==> src/rtl/reset_seq_pkg.sv <==
// Shared state encoding and reset-release decode for the reset sequencer.
// Latency: n/a (types and pure functions only).
// Backpressure: n/a.
package reset_seq_pkg;

    typedef enum logic [2:0] {
        WAIT_LOCK  = 3'd0,
        DDR_HOLD   = 3'd1,
        WAIT_CALIB = 3'd2,
        RUN        = 3'd3,
        SYS_HOLD   = 3'd4
    } state_t;

    // Bits are {dbg, ddr, sys}; a 1 means that domain is out of reset.
    function automatic logic [2:0] rst_release(state_t s);
        case (s)
            DDR_HOLD:             return 3'b100;
            WAIT_CALIB, SYS_HOLD: return 3'b110;
            RUN:                  return 3'b111;
            default:              return 3'b000;
        endcase
    endfunction

endpackage

==> src/rtl/sync_2ff.sv <==
// Two-flop synchronizer for a single asynchronous level into core_clk.
// Latency: 2 core_clk edges from input change to q.
// Backpressure: none; continuously samples.
module sync_2ff (
    input  logic core_clk,
    input  logic arst_n,
    input  logic d,
    output logic q
);

    logic meta;

    always_ff @(posedge core_clk or negedge arst_n) begin
        if (!arst_n) begin
            meta <= 1'b0;
            q    <= 1'b0;
        end else begin
            meta <= d;
            q    <= meta;
        end
    end

endmodule

==> src/rtl/reset_sequencer.sv <==
// Filters PLL lock and releases debug, DDR and system resets in order; serves run-time system resets.
// Latency: resets are registered, decoded from the next state; async inputs add 2 edges of sync delay.
// Backpressure: none; requests outside RUN/SYS_HOLD are dropped, lock loss overrides everything.
module reset_sequencer
    import reset_seq_pkg::*;
#(
    parameter int LOCK_FILTER        = 16,
    parameter int STRETCH            = 32,
    parameter int CALIB_TIMEOUT_LOG2 = 20
) (
    input  logic       i_clk,
    input  logic       i_nrst,
    input  logic       i_pll_lock,
    input  logic       i_ddr_calib_done,
    input  logic       i_dmireset,
    input  logic       i_sw_reset,
    output logic       o_dbg_nrst,
    output logic       o_ddr_nrst,
    output logic       o_sys_nrst,
    output logic [2:0] o_state,
    output logic       o_calib_timeout
);

    localparam int CNT_W  = CALIB_TIMEOUT_LOG2;
    localparam int LCNT_W = $clog2(LOCK_FILTER + 1);

    localparam logic [LCNT_W-1:0] LOCK_LAST    = LCNT_W'(LOCK_FILTER - 1);
    localparam logic [CNT_W-1:0]  STRETCH_LAST = CNT_W'(STRETCH - 1);
    localparam logic [CNT_W-1:0]  CALIB_LAST   = '1;

    logic              lock_s;
    logic              calib_s;
    state_t            state;
    logic [CNT_W-1:0]  cnt;
    logic [LCNT_W-1:0] lock_cnt;
    logic [2:0]        rst_q;
    logic              calib_timeout_q;

    sync_2ff u_sync_lock (
        .core_clk (i_clk),
        .arst_n   (i_nrst),
        .d        (i_pll_lock),
        .q        (lock_s)
    );

    sync_2ff u_sync_calib (
        .core_clk (i_clk),
        .arst_n   (i_nrst),
        .d        (i_ddr_calib_done),
        .q        (calib_s)
    );

    always_ff @(posedge i_clk or negedge i_nrst) begin
        if (!i_nrst) begin
            state           <= WAIT_LOCK;
            cnt             <= '0;
            lock_cnt        <= '0;
            rst_q           <= 3'b000;
            calib_timeout_q <= 1'b0;
        end else if (state != WAIT_LOCK && !lock_s) begin
            // Losing lock anywhere past the filter drops every domain back into reset.
            state    <= WAIT_LOCK;
            rst_q    <= rst_release(WAIT_LOCK);
            cnt      <= '0;
            lock_cnt <= '0;
        end else begin
            case (state)
                WAIT_LOCK: begin
                    if (!lock_s) begin
                        lock_cnt <= '0;
                    end else if (lock_cnt == LOCK_LAST) begin
                        lock_cnt <= '0;
                        cnt      <= '0;
                        state    <= DDR_HOLD;
                        rst_q    <= rst_release(DDR_HOLD);
                    end else begin
                        lock_cnt <= lock_cnt + 1'b1;
                    end
                end
                DDR_HOLD: begin
                    if (cnt == STRETCH_LAST) begin
                        cnt   <= '0;
                        state <= WAIT_CALIB;
                        rst_q <= rst_release(WAIT_CALIB);
                    end else begin
                        cnt <= cnt + 1'b1;
                    end
                end
                WAIT_CALIB: begin
                    cnt <= cnt + 1'b1;
                    // Calibration done beats a timeout landing on the same edge.
                    if (calib_s) begin
                        state <= RUN;
                        rst_q <= rst_release(RUN);
                    end else if (cnt == CALIB_LAST) begin
                        state           <= RUN;
                        rst_q           <= rst_release(RUN);
                        calib_timeout_q <= 1'b1;
                    end
                end
                RUN: begin
                    if (i_dmireset || i_sw_reset) begin
                        cnt   <= '0;
                        state <= SYS_HOLD;
                        rst_q <= rst_release(SYS_HOLD);
                    end
                end
                SYS_HOLD: begin
                    if (i_sw_reset) begin
                        cnt <= '0;
                    end else begin
                        if (cnt != STRETCH_LAST) begin
                            cnt <= cnt + 1'b1;
                        end
                        if (cnt == STRETCH_LAST && !i_dmireset) begin
                            state <= RUN;
                            rst_q <= rst_release(RUN);
                        end
                    end
                end
                default: begin
                    state <= WAIT_LOCK;
                    rst_q <= rst_release(WAIT_LOCK);
                    cnt   <= '0;
                end
            endcase
        end
    end

    assign o_dbg_nrst      = rst_q[2];
    assign o_ddr_nrst      = rst_q[1];
    assign o_sys_nrst      = rst_q[0];
    assign o_state         = state;
    assign o_calib_timeout = calib_timeout_q;

endmodule

==> config.mk <==
export PLATFORM = sky130hd
export DESIGN_NAME = reset_sequencer
export DESIGN_NICKNAME = d
export VERILOG_FILES = /design/src/rtl/reset_seq_pkg.sv /design/src/rtl/sync_2ff.sv /design/src/rtl/reset_sequencer.sv
export SDC_FILE = /design/constraint.sdc
export NUM_CORES = 1
export LEC_CHECK = 0
export ABC_AREA = 1
export CAP_MARGIN = 20
export CORE_ASPECT_RATIO = 0.8
export CORE_MARGIN = 2
export CORE_UTILIZATION = 25
export DETAILED_ROUTE_END_ITERATION = 16
export GPL_ROUTABILITY_DRIVEN = 0
export PLACE_DENSITY = 0.51
export SYNTH_ARGS = -nofsm -noshare
export SYNTH_HDL_FRONTEND = slang
export SYNTH_SLANG_ARGS = --single-unit
==> constraint.sdc <==
create_clock -name i_clk -period 2.01 [get_ports i_clk]
set_clock_uncertainty 0.2 [all_clocks]
set_input_delay 0.402 -clock i_clk [delete_from_list [all_inputs] [get_ports i_clk]]
set_output_delay 0.402 -clock i_clk [all_outputs]
set_load 0.01 [all_outputs]
==> impl_metrics.toml, run 1 <==
[power]
power-per-cell-area_nw_per_um2 = 951
p_leak_nw = 1.60
report.power.total_mw = 3.02
worst_ir_drop_vdd_mv = 0.526

[timing]
post-route-period-util_pct = 95.4
setup_slack_ns = 0.0929
finalMaxSlewViolations = 0
slew_headroom_pct = 66.8
setup-tns-final_ns = 0
max_clock_freq_ghz = 0.522
hold_ws_ns = -0.0222
hold_viol_final = 36
worstMarginPinSlew_ns = 0.497
period_needed_ns = 1.92
grt_setup_unrepaired = "true"
setup_violations = 0

[logic_synthesis]
post_synth.cell_area_avg_um2 = 6.76
postSynth.topFlopCell = "sky130_fd_sc_hd__dfrtp_1"
synth.yosys.warnings = 0
synth.net_count = 381
netlist_top_cells_area = "sky130_fd_sc_hd__dfrtp_1 36%, sky130_fd_sc_hd__nand2_1 18%, sky130_fd_sc_hd__nand3_1 8.7%"
yosys.area.top_type_share_pct = 35.7
post-synth-top-count-cell = "sky130_fd_sc_hd__nand2_1"
synth-async-reset-ratio_pct = 100
synthesis.instances = 373
synth_edf_count = 0
synth-seq-area-share_pct = 35.7
ff_latch_count_synth = 36
synth_largest_area_cell = "sky130_fd_sc_hd__dfrtp_1"
list_of_most_frequent_post_synthesis_cells = "118 x sky130_fd_sc_hd__nand2_1, 56 x sky130_fd_sc_hd__nor2_1, 44 x sky130_fd_sc_hd__nand3_1"
synth_cell_types = 38
netlist_area_um2 = 2520

[worst_setup_path]
worst_reg2reg_endpoint = "cnt[16]"
r2r_slack_ns = 0.09
crit_required_ns = 2.02
setup.worst_path.end_class = "flop"
worst_endpoint_data_arrival_time_ns = 1.93
worstSetupPathType = "reg -> reg"
worst_setup_path_start_kind = "flop"
rr_startpoint = "cnt[1]"
path_max_fanout = 5
reg2reg_depth = 10

[floorplanning]
placement_rows = 32
start_util_pct = 25.9
die_x_um = 116
floorplan.core_area_um2 = 9730
floorplan.die.height_um = 93.8
die-area_um2 = 10900
num_io_pins = 13

[placement]
io_buffer_count = 12
placedInstanceArea_um2 = 2990
placed_cells_incl_taps = 543
dp_hpwl_um = 5170
post-place-ws_ns = -0.109

[final_layout]
antenna_cells_inserted = 0
layoutNonFillerInstCount = 551
filler_cell_count = 1055
final_layout_size_suffix_gt1_share_pct = 17.3
layout.area.seq_um2 = 901
synthToLayoutAreaGrowth_pct = 25.8
finish.net_count = 422
postLayoutCoreUtil_pct = 32.6
post_route_cell_area_um2 = 3170
multi_input_area_um2 = 1430

[global_routing]
wire_length_of_the_first_global_routing_pass_um = 11800
grt_antenna_before_repair = 0
pin_count_of_the_biggest_net_entering_global_routing = 37
globalRoute.totalOverflow = 0
vias_in_the_first_global_route = 2379
globalRouteTotalUtil_pct = 13.7

[run]
drv.max_cap_violation_count = 0

[route]
postRouteAntennaNets = 0
drc_errors = 0
drt_first_iter_violations = 144
drt-vias-per-instance = 4.55
avgRoutedWirePerCell_um = 12.4
drt-pass1-iter-count = 5
postRouteWirelength_um = 6840
total_vias_in_the_final_route = 2507

[clock_network]
cts_inserted_buffers = 5
clkTransAtPathRegs_ns = 0.06
root_buffer = "sky130_fd_sc_hd__clkbuf_16"
insertion_delay_of_the_later_clocked_pin_in_the_worst_skew_pair_ns = 0.28
cts_hold_repair.buffers = 0
cts-htree-levels = 2
cts_num_sinks = 36
buffer_levels_on_the_longest_clock_path = 2
cts_tree = "built"
post-cts-setup-buffers = 0

[min_path]
min-delay-path-class = "in -> async"

[run_status]
result_of_the_run = "complete, but fails checks"
violations_in_the_final_reports = "hold timing"
critical path, stage by stage (launching register included):
cell and delay, ns:
sky130_fd_sc_hd__dfrtp_1 0.35, sky130_fd_sc_hd__ha_2 0.20, sky130_fd_sc_hd__nand2_2 0.10, sky130_fd_sc_hd__nor2_8 0.15
sky130_fd_sc_hd__nand2_4 0.07, sky130_fd_sc_hd__buf_4 0.14, sky130_fd_sc_hd__nor3b_2 0.33, sky130_fd_sc_hd__nand3_1 0.12
sky130_fd_sc_hd__nand2_1 0.07, sky130_fd_sc_hd__nand2_1 0.05, sky130_fd_sc_hd__nor2_1 0.07
state kept, by name, indices dropped and copies added, names as in the netlist:
signal             flops
u_sync_calib.q         1
u_sync_lock.q          1
o_state                3
u_sync_calib.meta      1
cnt                   20
u_sync_lock.meta       1
lock_cnt               5
o_calib_timeout        1
rst_q                  3
where the power goes:
| part | switching, mW | leakage [nW] | internal, mW | total, mW |
|---|---|---|---|---|
| sequential | 0.0848 | 0.486 | 0.817 | 0.902 |
| combinational | 0.819 | 1.05 | 0.491 | 1.31 |
| clock | 0.310 | 0.0701 | 0.494 | 0.804 |
| total | 1.21 | 1.60 | 1.80 | 3.02 |
metal layers:
| metal | global-route usage (%) | up-vias | part of all wire [%] |
|---|---|---|---|
| li1 | - | 1279 | - |
| met1 | 20.9 | 1164 | 52 |
| met2 | 20.0 | 59 | 42 |
| met3 | 2.52 | 5 | 5.0 |
| met4 | 2.98 | 0 | 0.58 |
| met5 | 0 | - | 0 |
area by class of cell:
class	instances	share of cell area [%]
timing repair buffer	38	10.3
sequential	36	28.4
clock inverter	1	0.237
multi-input combinational	282	45.0
inverter	51	6.24
tap	136	5.37
clock buffer	7	4.50
cells in the final DEF, fill, tap and decap left out, drive strengths merged, types with 2 or more instances in the layout:
| cell | synthesis | layout |
|---|---|---|
| ha | 2 | 2 |
| clkdlybuf4s50 | 0 | 10 |
| o211ai | 3 | 3 |
| a21oi | 3 | 3 |
| dfrtp | 36 | 36 |
| nand3 | 45 | 45 |
| nand2 | 126 | 126 |
| inv | 50 | 50 |
| buf | 4 | 27 |
| o21ai | 8 | 8 |
| nor2 | 61 | 61 |
| clkbuf | 0 | 7 |
| nor3 | 5 | 5 |
| nor4 | 2 | 2 |
| nand4 | 18 | 18 |
logic make-up after synthesis:
group,Yosys count,share of synthesized area [%]
flip-flops,36,35.7
AND/OR/NAND/NOR,259,48.1
XOR/XNOR,1,0.347
adder cells (fa/ha/maj),2,0.992
buffers and inverters,55,8.78
AO/OA/AOI/OAI,20,6.01
how the worst max path moves through the flow:
stage	endpoint	cells after the start	from
after detailed placement	cnt[3]	10	i_sw_reset
after global placement	cnt[3]	10	i_sw_reset
after global routing	cnt[16]	10	cnt[1]
final	cnt[16]	10	cnt[1]
after floorplan	o_state[2]	10	cnt[0]
after CTS	o_state[2]	2	o_state[2]
what timing repair did:
item | 4_1_cts | 5_1_grt
gates resized for setup | 1 | 9
setup endpoints to repair | 1 | 15
pin swaps | 0 | 2
Power figures use the tool's default switching activity.
==> run 2, diff against run 1 <==
- CORE_ASPECT_RATIO: 0.8 -> 0.6
- GPL_TIMING_DRIVEN: not set -> 0
- MAX_ROUTING_LAYER: not set -> met4
==> run 2 against run 1 <==
Against the previous run: highest routed layer unchanged; critical path depth grew 1; sequential cell count is the same; final cell count down 0.54%; the run now ends clean; register-to-register slack got worse by 0.03 ns; total power up 2.6%; worst hold slack improved by 0.18 ns; final area rose by 1.3%; wire length increased by 2.5%; die area increased by 0.20%; sequential power up 2.5%; count of clock-buffer cells in the layout down 2.
==> impl_metrics.toml, run 2 (same netlist as run 1, synthesis figures left out) <==
[power]
seqPwrFrac_pct = 29.9
power.internal_mw = 1.80
power.combinational.fraction_pct = 44.6
switching_power_mw = 1.30
p_leak_nw = 1.59
worst_ir_drop_vdd_mv = 0.480
power-per-cell-area_nw_per_um2 = 964
switching_share_pct = 41.9
power.clock.fraction_pct = 25.5

[global_routing]
wire_length_of_the_first_global_routing_pass_um = 11700
globalRouteTotalUtil_pct = 14.4
grt_antenna_before_repair = 0
pin_count_of_the_biggest_net_entering_global_routing = 31
vias_in_the_first_global_route = 2222
globalRoute.totalOverflow = 0

[clock_network]
buffer_levels_on_the_longest_clock_path = 2
cts_inserted_buffers = 5
cts-htree-levels = 2
cts_num_sinks = 36
root_buffer = "sky130_fd_sc_hd__clkbuf_16"
clkTransAtPathRegs_ns = 0.06
insertion_delay_of_the_later_clocked_pin_in_the_worst_skew_pair_ns = 0.29
cts_tree = "built"

[final_layout]
largest_register = "cnt"
most_frequent_cells_in_the_layout = "116 x sky130_fd_sc_hd__nand2_1, 51 x sky130_fd_sc_hd__nor2_1, 43 x sky130_fd_sc_hd__nand3_1, 43 x sky130_fd_sc_hd__inv_1, 33 x sky130_fd_sc_hd__dfrtp_1"
finish.net_count = 420
largest_register_ff_count = 20
final_layout_size_suffix_gt1_share_pct = 18.6
layout_top_registers = "cnt x20, lock_cnt x5"
mostFrequentLayoutCell = "sky130_fd_sc_hd__nand2_1"
antenna_cells_inserted = 0
post_route_cell_area_um2 = 3210
synthToLayoutAreaGrowth_pct = 27.3
layoutNonFillerInstCount = 548
postLayoutCoreUtil_pct = 32.6

[worst_setup_path]
worstSetupPathType = "reg -> reg"
worst_reg2reg_endpoint = "cnt[17]"
reg2reg_depth = 11
path_max_fanout = 4
cpMaxStageDelayCell = "sky130_fd_sc_hd__dfrtp_1"
r2r_slack_ns = 0.07
rr_startpoint = "cnt[0]"
critical_path.most_common_cell = "sky130_fd_sc_hd__nand2_1"
worstPathBufferInverterCount = 2
worst_endpoint_data_arrival_time_ns = 1.98
cp_slowest_stage_delay_ns = 0.42
crit_required_ns = 2.04
cp_cell_sequence = "buf_4, nand3_1, nor2_2, nand3_1, inv_1, nand2_1, nand2_1, nand2_1, nor2_1, nand2_1, nand2_1"
worst_setup_path_start_kind = "flop"
setup.worst_path.end_class = "flop"
category_of_cells_accounting_for_the_largest_share_of_critical_path_delay = "simple AND/OR/NAND/NOR gates"

[placement]
io_buffer_count = 12
placedInstanceArea_um2 = 2830
placed_cells_incl_taps = 521
post-place-ws_ns = -0.415
dp_hpwl_um = 5240

[min_path]
whs_path_depth = 0
min-delay-path-class = "reg -> reg"
hold_start = "u_sync_calib.meta"
worst_min_delay_path_endpoint = "u_sync_calib.q"

[route]
postRouteWirelength_um = 7010
drc_errors = 0
drt-vias-per-instance = 4.63
drt_first_iter_violations = 214
drt-pass1-iter-count = 5
postRouteAntennaNets = 0
avgRoutedWirePerCell_um = 12.8
total_vias_in_the_final_route = 2536

[timing]
max_clock_freq_ghz = 0.514
hold_ws_ns = 0.159
setup_slack_ns = 0.0655
finalMaxSlewViolations = 0
post-route-period-util_pct = 96.7
worstMarginPinSlew_ns = 0.326
grt_setup_unrepaired = "true"
setup_violations = 0
slew_headroom_pct = 78.2
period_needed_ns = 1.94
hold_viol_final = 0

[floorplanning]
floorplan.core_area_um2 = 9840
floorplan.die.height_um = 81.8
start_util_pct = 25.6
placement_rows = 28
die-area_um2 = 10900
die_x_um = 134
num_io_pins = 13

[run_status]
result_of_the_run = "finished, final reports clean"

[run]
drv.max_cap_violation_count = 0
-- run 2: worst max-delay path by stage --
stage | cells after the start | start | endpoint | slack [ns]
3_5_place_dp | 10 | i_sw_reset | cnt[16] | -0.42
3_3_place_gp | 1 | i_nrst | lock_cnt[3] | -0.71
2_1_floorplan | 10 | cnt[0] | o_state[2] | 0.18
6_report | 11 | cnt[0] | cnt[17] | 0.07
5_1_grt | 11 | o_state[2] | cnt[9] | -0.03
4_1_cts | 7 | cnt[18] | o_state[2] | 0.006
-- run 2: repair_timing --
action | 4_1_cts | 5_1_grt
buffers inserted | 6 | 12
endpoints found under the setup margin | 25 | 26
endpoints found under the hold margin | 6 | 0
hold buffers | 1 | 0
resized for setup | 4 | 24
pin swaps | 4 | 7
-- run 2: cell type report --
cell class                      count  area, um^2
Buffer                              4        35.0
Clock buffer                        5         125
Clock inverter                      3        18.8
Fill cell                        1047        6630
Inverter                           51         199
Multi-Input combinational cell    282        1480
Sequential cell                    36         905
Tap cell                          135         169
Timing Repair Buffer               32         283
-- run 2: worst register-to-register path, stage by stage, from the launching register on --
cell and delay (ns):
sky130_fd_sc_hd__dfrtp_1 0.42, sky130_fd_sc_hd__buf_4 0.14, sky130_fd_sc_hd__nand3_1 0.15, sky130_fd_sc_hd__nor2_2 0.19
sky130_fd_sc_hd__nand3_1 0.22, sky130_fd_sc_hd__inv_1 0.19, sky130_fd_sc_hd__nand2_1 0.07, sky130_fd_sc_hd__nand2_1 0.05
sky130_fd_sc_hd__nand2_1 0.04, sky130_fd_sc_hd__nor2_1 0.10, sky130_fd_sc_hd__nand2_1 0.06, sky130_fd_sc_hd__nand2_1 0.05
-- run 2: routing by layer --
metal | track usage (%) | wire length, um | vias to the layer above
li1 | - | - | 1282
met1 | 21.3 | 3860 | 1187
met3 | 5.12 | 523 | 5
met5 | - | 0 | -
met2 | 17.9 | 2560 | 62
met4 | 3.51 | 55 | 0
-- run 2: per-stage QoR --
step	total power [mW]	setup TNS, ns
4_1_cts	2.95	0
2_1_floorplan	1.72	0
3_5_place_dp	2.09	-7.52
5_1_grt	3.33	-0.219
6_report	3.09	0
3_3_place_gp	2.07	-32.81
-- run 2: power by group through the flow --
stage | registers [mW] | logic, mW | clock network [mW]
finish | 0.925 | 1.38 | 0.788
global placement | 0.925 | 1.14 | 0
detailed placement | 0.927 | 1.16 | 0
global route | 0.940 | 1.54 | 0.850
CTS | 0.918 | 1.22 | 0.806
floorplan | 0.925 | 0.796 | 0
==> run 3, diff against run 2 <==
- CELL_PAD_IN_SITES_DETAIL_PLACEMENT: not set -> 1
- CELL_PAD_IN_SITES_GLOBAL_PLACEMENT: not set -> 1
- PLACE_DENSITY: 0.51 -> 0.62
==> run 3 against run 2 <==
Against the previous run: combinational power is 15% higher; final cell count increased by 1.5%; non-clock buffer count grew 7; worst hold slack worse by 0.0012 ns; die area is the same; first-iteration DRC count down 25%.
==> impl_metrics.toml, run 3 (same netlist as run 1, synthesis figures left out) <==
[route]
total_vias_in_the_final_route = 2633
drt-pass1-iter-count = 4
postRouteAntennaNets = 0
postRouteWirelength_um = 8700
avgRoutedWirePerCell_um = 15.7
drt_first_iter_violations = 161
drc_errors = 0
drt-vias-per-instance = 4.74

[clock_network]
root_buffer = "sky130_fd_sc_hd__clkbuf_16"
clkTransAtPathRegs_ns = 0.06
insertion_delay_of_the_later_clocked_pin_in_the_worst_skew_pair_ns = 0.29
cts_tree = "built"
cts-htree-levels = 2
cts_inserted_buffers = 5
buffer_levels_on_the_longest_clock_path = 2
cts_num_sinks = 36

[floorplanning]
placement_rows = 28
die_x_um = 134
start_util_pct = 25.6
num_io_pins = 13
die-area_um2 = 10900
floorplan.core_area_um2 = 9840
floorplan.die.height_um = 81.8

[worst_setup_path]
setup.worst_path.end_class = "flop"
rr_startpoint = "cnt[1]"
path_max_fanout = 7
cp_cell_sequence = "ha_4, nand2_4, nor2_8, nand2_4, inv_4, nand4_4, a21oi_4, buf_4, nand3_1, nand2_1"
cpMaxStageDelayCell = "sky130_fd_sc_hd__dfrtp_1"
cp_slowest_stage_delay_ns = 0.42
critical_path.most_common_cell = "sky130_fd_sc_hd__nand2_4"
worst_endpoint_data_arrival_time_ns = 2.00
reg2reg_depth = 10
worstSetupPathType = "reg -> reg"
r2r_slack_ns = 0.04
worst_setup_path_start_kind = "flop"
worst_reg2reg_endpoint = "o_state[2]"
crit_required_ns = 2.04

[power]
power.combinational.fraction_pct = 47.7
report.power.total_mw = 3.33
switching_power_mw = 1.44
power.clock.fraction_pct = 24.4
worst_ir_drop_vdd_mv = 0.382
power.internal_mw = 1.89
power-per-cell-area_nw_per_um2 = 990
seqPwrFrac_pct = 27.9
switching_share_pct = 43.2
p_leak_nw = 1.66

[timing]
worstMarginPinSlew_ns = 0.445
setup_violations = 0
grt_setup_unrepaired = "true"
hold_viol_final = 0
max_clock_freq_ghz = 0.507
period_needed_ns = 1.97
slew_headroom_pct = 70.3
finalMaxSlewViolations = 0
post-route-period-util_pct = 98.1
setup-tns-final_ns = 0

[placement]
dp_hpwl_um = 6400
io_buffer_count = 12
placed_cells_incl_taps = 521

[final_layout]
largest_register = "cnt"
final_layout_size_suffix_gt1_share_pct = 23.3
layout_top_registers = "cnt x20, lock_cnt x5"
most_frequent_cells_in_the_layout = "112 x sky130_fd_sc_hd__nand2_1, 46 x sky130_fd_sc_hd__nor2_1, 42 x sky130_fd_sc_hd__nand3_1, 41 x sky130_fd_sc_hd__inv_1, 32 x sky130_fd_sc_hd__dfrtp_1"
synthToLayoutAreaGrowth_pct = 33.4
largest_register_ff_count = 20
layoutNonFillerInstCount = 556
filler_cell_count = 1218
antenna_cells_inserted = 0
mostFrequentLayoutCell = "sky130_fd_sc_hd__nand2_1"
finish.net_count = 428

[min_path]
worst_min_delay_path_endpoint = "u_sync_lock.q"
whs_path_depth = 0
min-delay-path-class = "reg -> reg"
hold_start = "u_sync_lock.meta"

[global_routing]
vias_in_the_first_global_route = 2674
globalRouteTotalUtil_pct = 17.5
grt_antenna_before_repair = 0
pin_count_of_the_biggest_net_entering_global_routing = 21
globalRoute.totalOverflow = 0
wire_length_of_the_first_global_routing_pass_um = 14200

[run_status]
result_of_the_run = "finished, final reports clean"

[run]
drv.max_cap_violation_count = 0
-- run 3: metal layers --
layer | vias to the layer above | wire length [um] | global-route usage (%)
li1 | 1299 | - | -
met3 | 4 | 381 | 3.33
met1 | 1290 | 4540 | 25.3
met4 | 0 | 61 | 3.83
met2 | 40 | 3730 | 25.4
met5 | - | 0 | -
-- run 3: worst max-delay path, delay by kind of cell, from the launching register on --
family                   cells  cell delay [ns]
flip-flops                   1             0.42
AND/OR/NAND/NOR              6             0.57
AO/OA/AOI/OAI                1             0.29
adder cells (fa/ha/maj)      1             0.18
buffers and inverters        2             0.25
-- run 3: metrics by stage --
stage	setup WS, ns	utilization (%)	hold slack (ns)	area (um^2)
after global placement	-0.707	28.5	0.133	2810
after floorplan	0.180	-	-0.0936	2520
after CTS	0.000209	31.7	0.166	3120
after detailed placement	-0.483	28.8	0.150	2830
after global routing	-0.0880	34.2	0.175	3360
final	0.0373	34.2	0.158	3360
-- run 3: worst max path at each step --
stage                  to  startpoint  slack (ns)
2_1_floorplan  o_state[2]      cnt[0]        0.18
3_3_place_gp      cnt[11]      i_nrst       -0.71
3_5_place_dp      cnt[11]  i_sw_reset       -0.48
4_1_cts        o_state[0]      cnt[1]      0.0002
5_1_grt        o_state[2]      cnt[1]       -0.09
6_report       o_state[2]      cnt[1]        0.04
-- run 3: final cells by class --
cell class	count	area, um^2	area share (%)
multi-input cells	283	1550	46.2
flip-flops and latches	36	906	26.9
repair buffers	39	355	10.6
inverters	51	201	5.99
well taps	135	169	5.02
clock buffers	5	125	3.72
plain buffers	4	31.3	0.930
clock inverters	3	23.8	0.707
-- run 3: power by group through the flow --
| stage | Sequential [mW] | Clock [mW] | Combinational [mW] |
|---|---|---|---|
| floorplan | 0.925 | 0 | 0.796 |
| global placement | 0.925 | 0 | 1.18 |
| detailed placement | 0.930 | 0 | 1.21 |
| CTS | 0.916 | 0.851 | 1.33 |
| global route | 0.944 | 0.872 | 1.77 |
| finish | 0.929 | 0.813 | 1.59 |
-- run 3: timing repair --
item | in CTS | in global routing
hold endpoints to repair | 16 | 0
buffers inserted | 9 | 16
cloned | 0 | 1
hold buffers | 1 | 0
setup endpoints to repair | 26 | 26
gates resized for setup | 11 | 37
pin swaps | 5 | 10
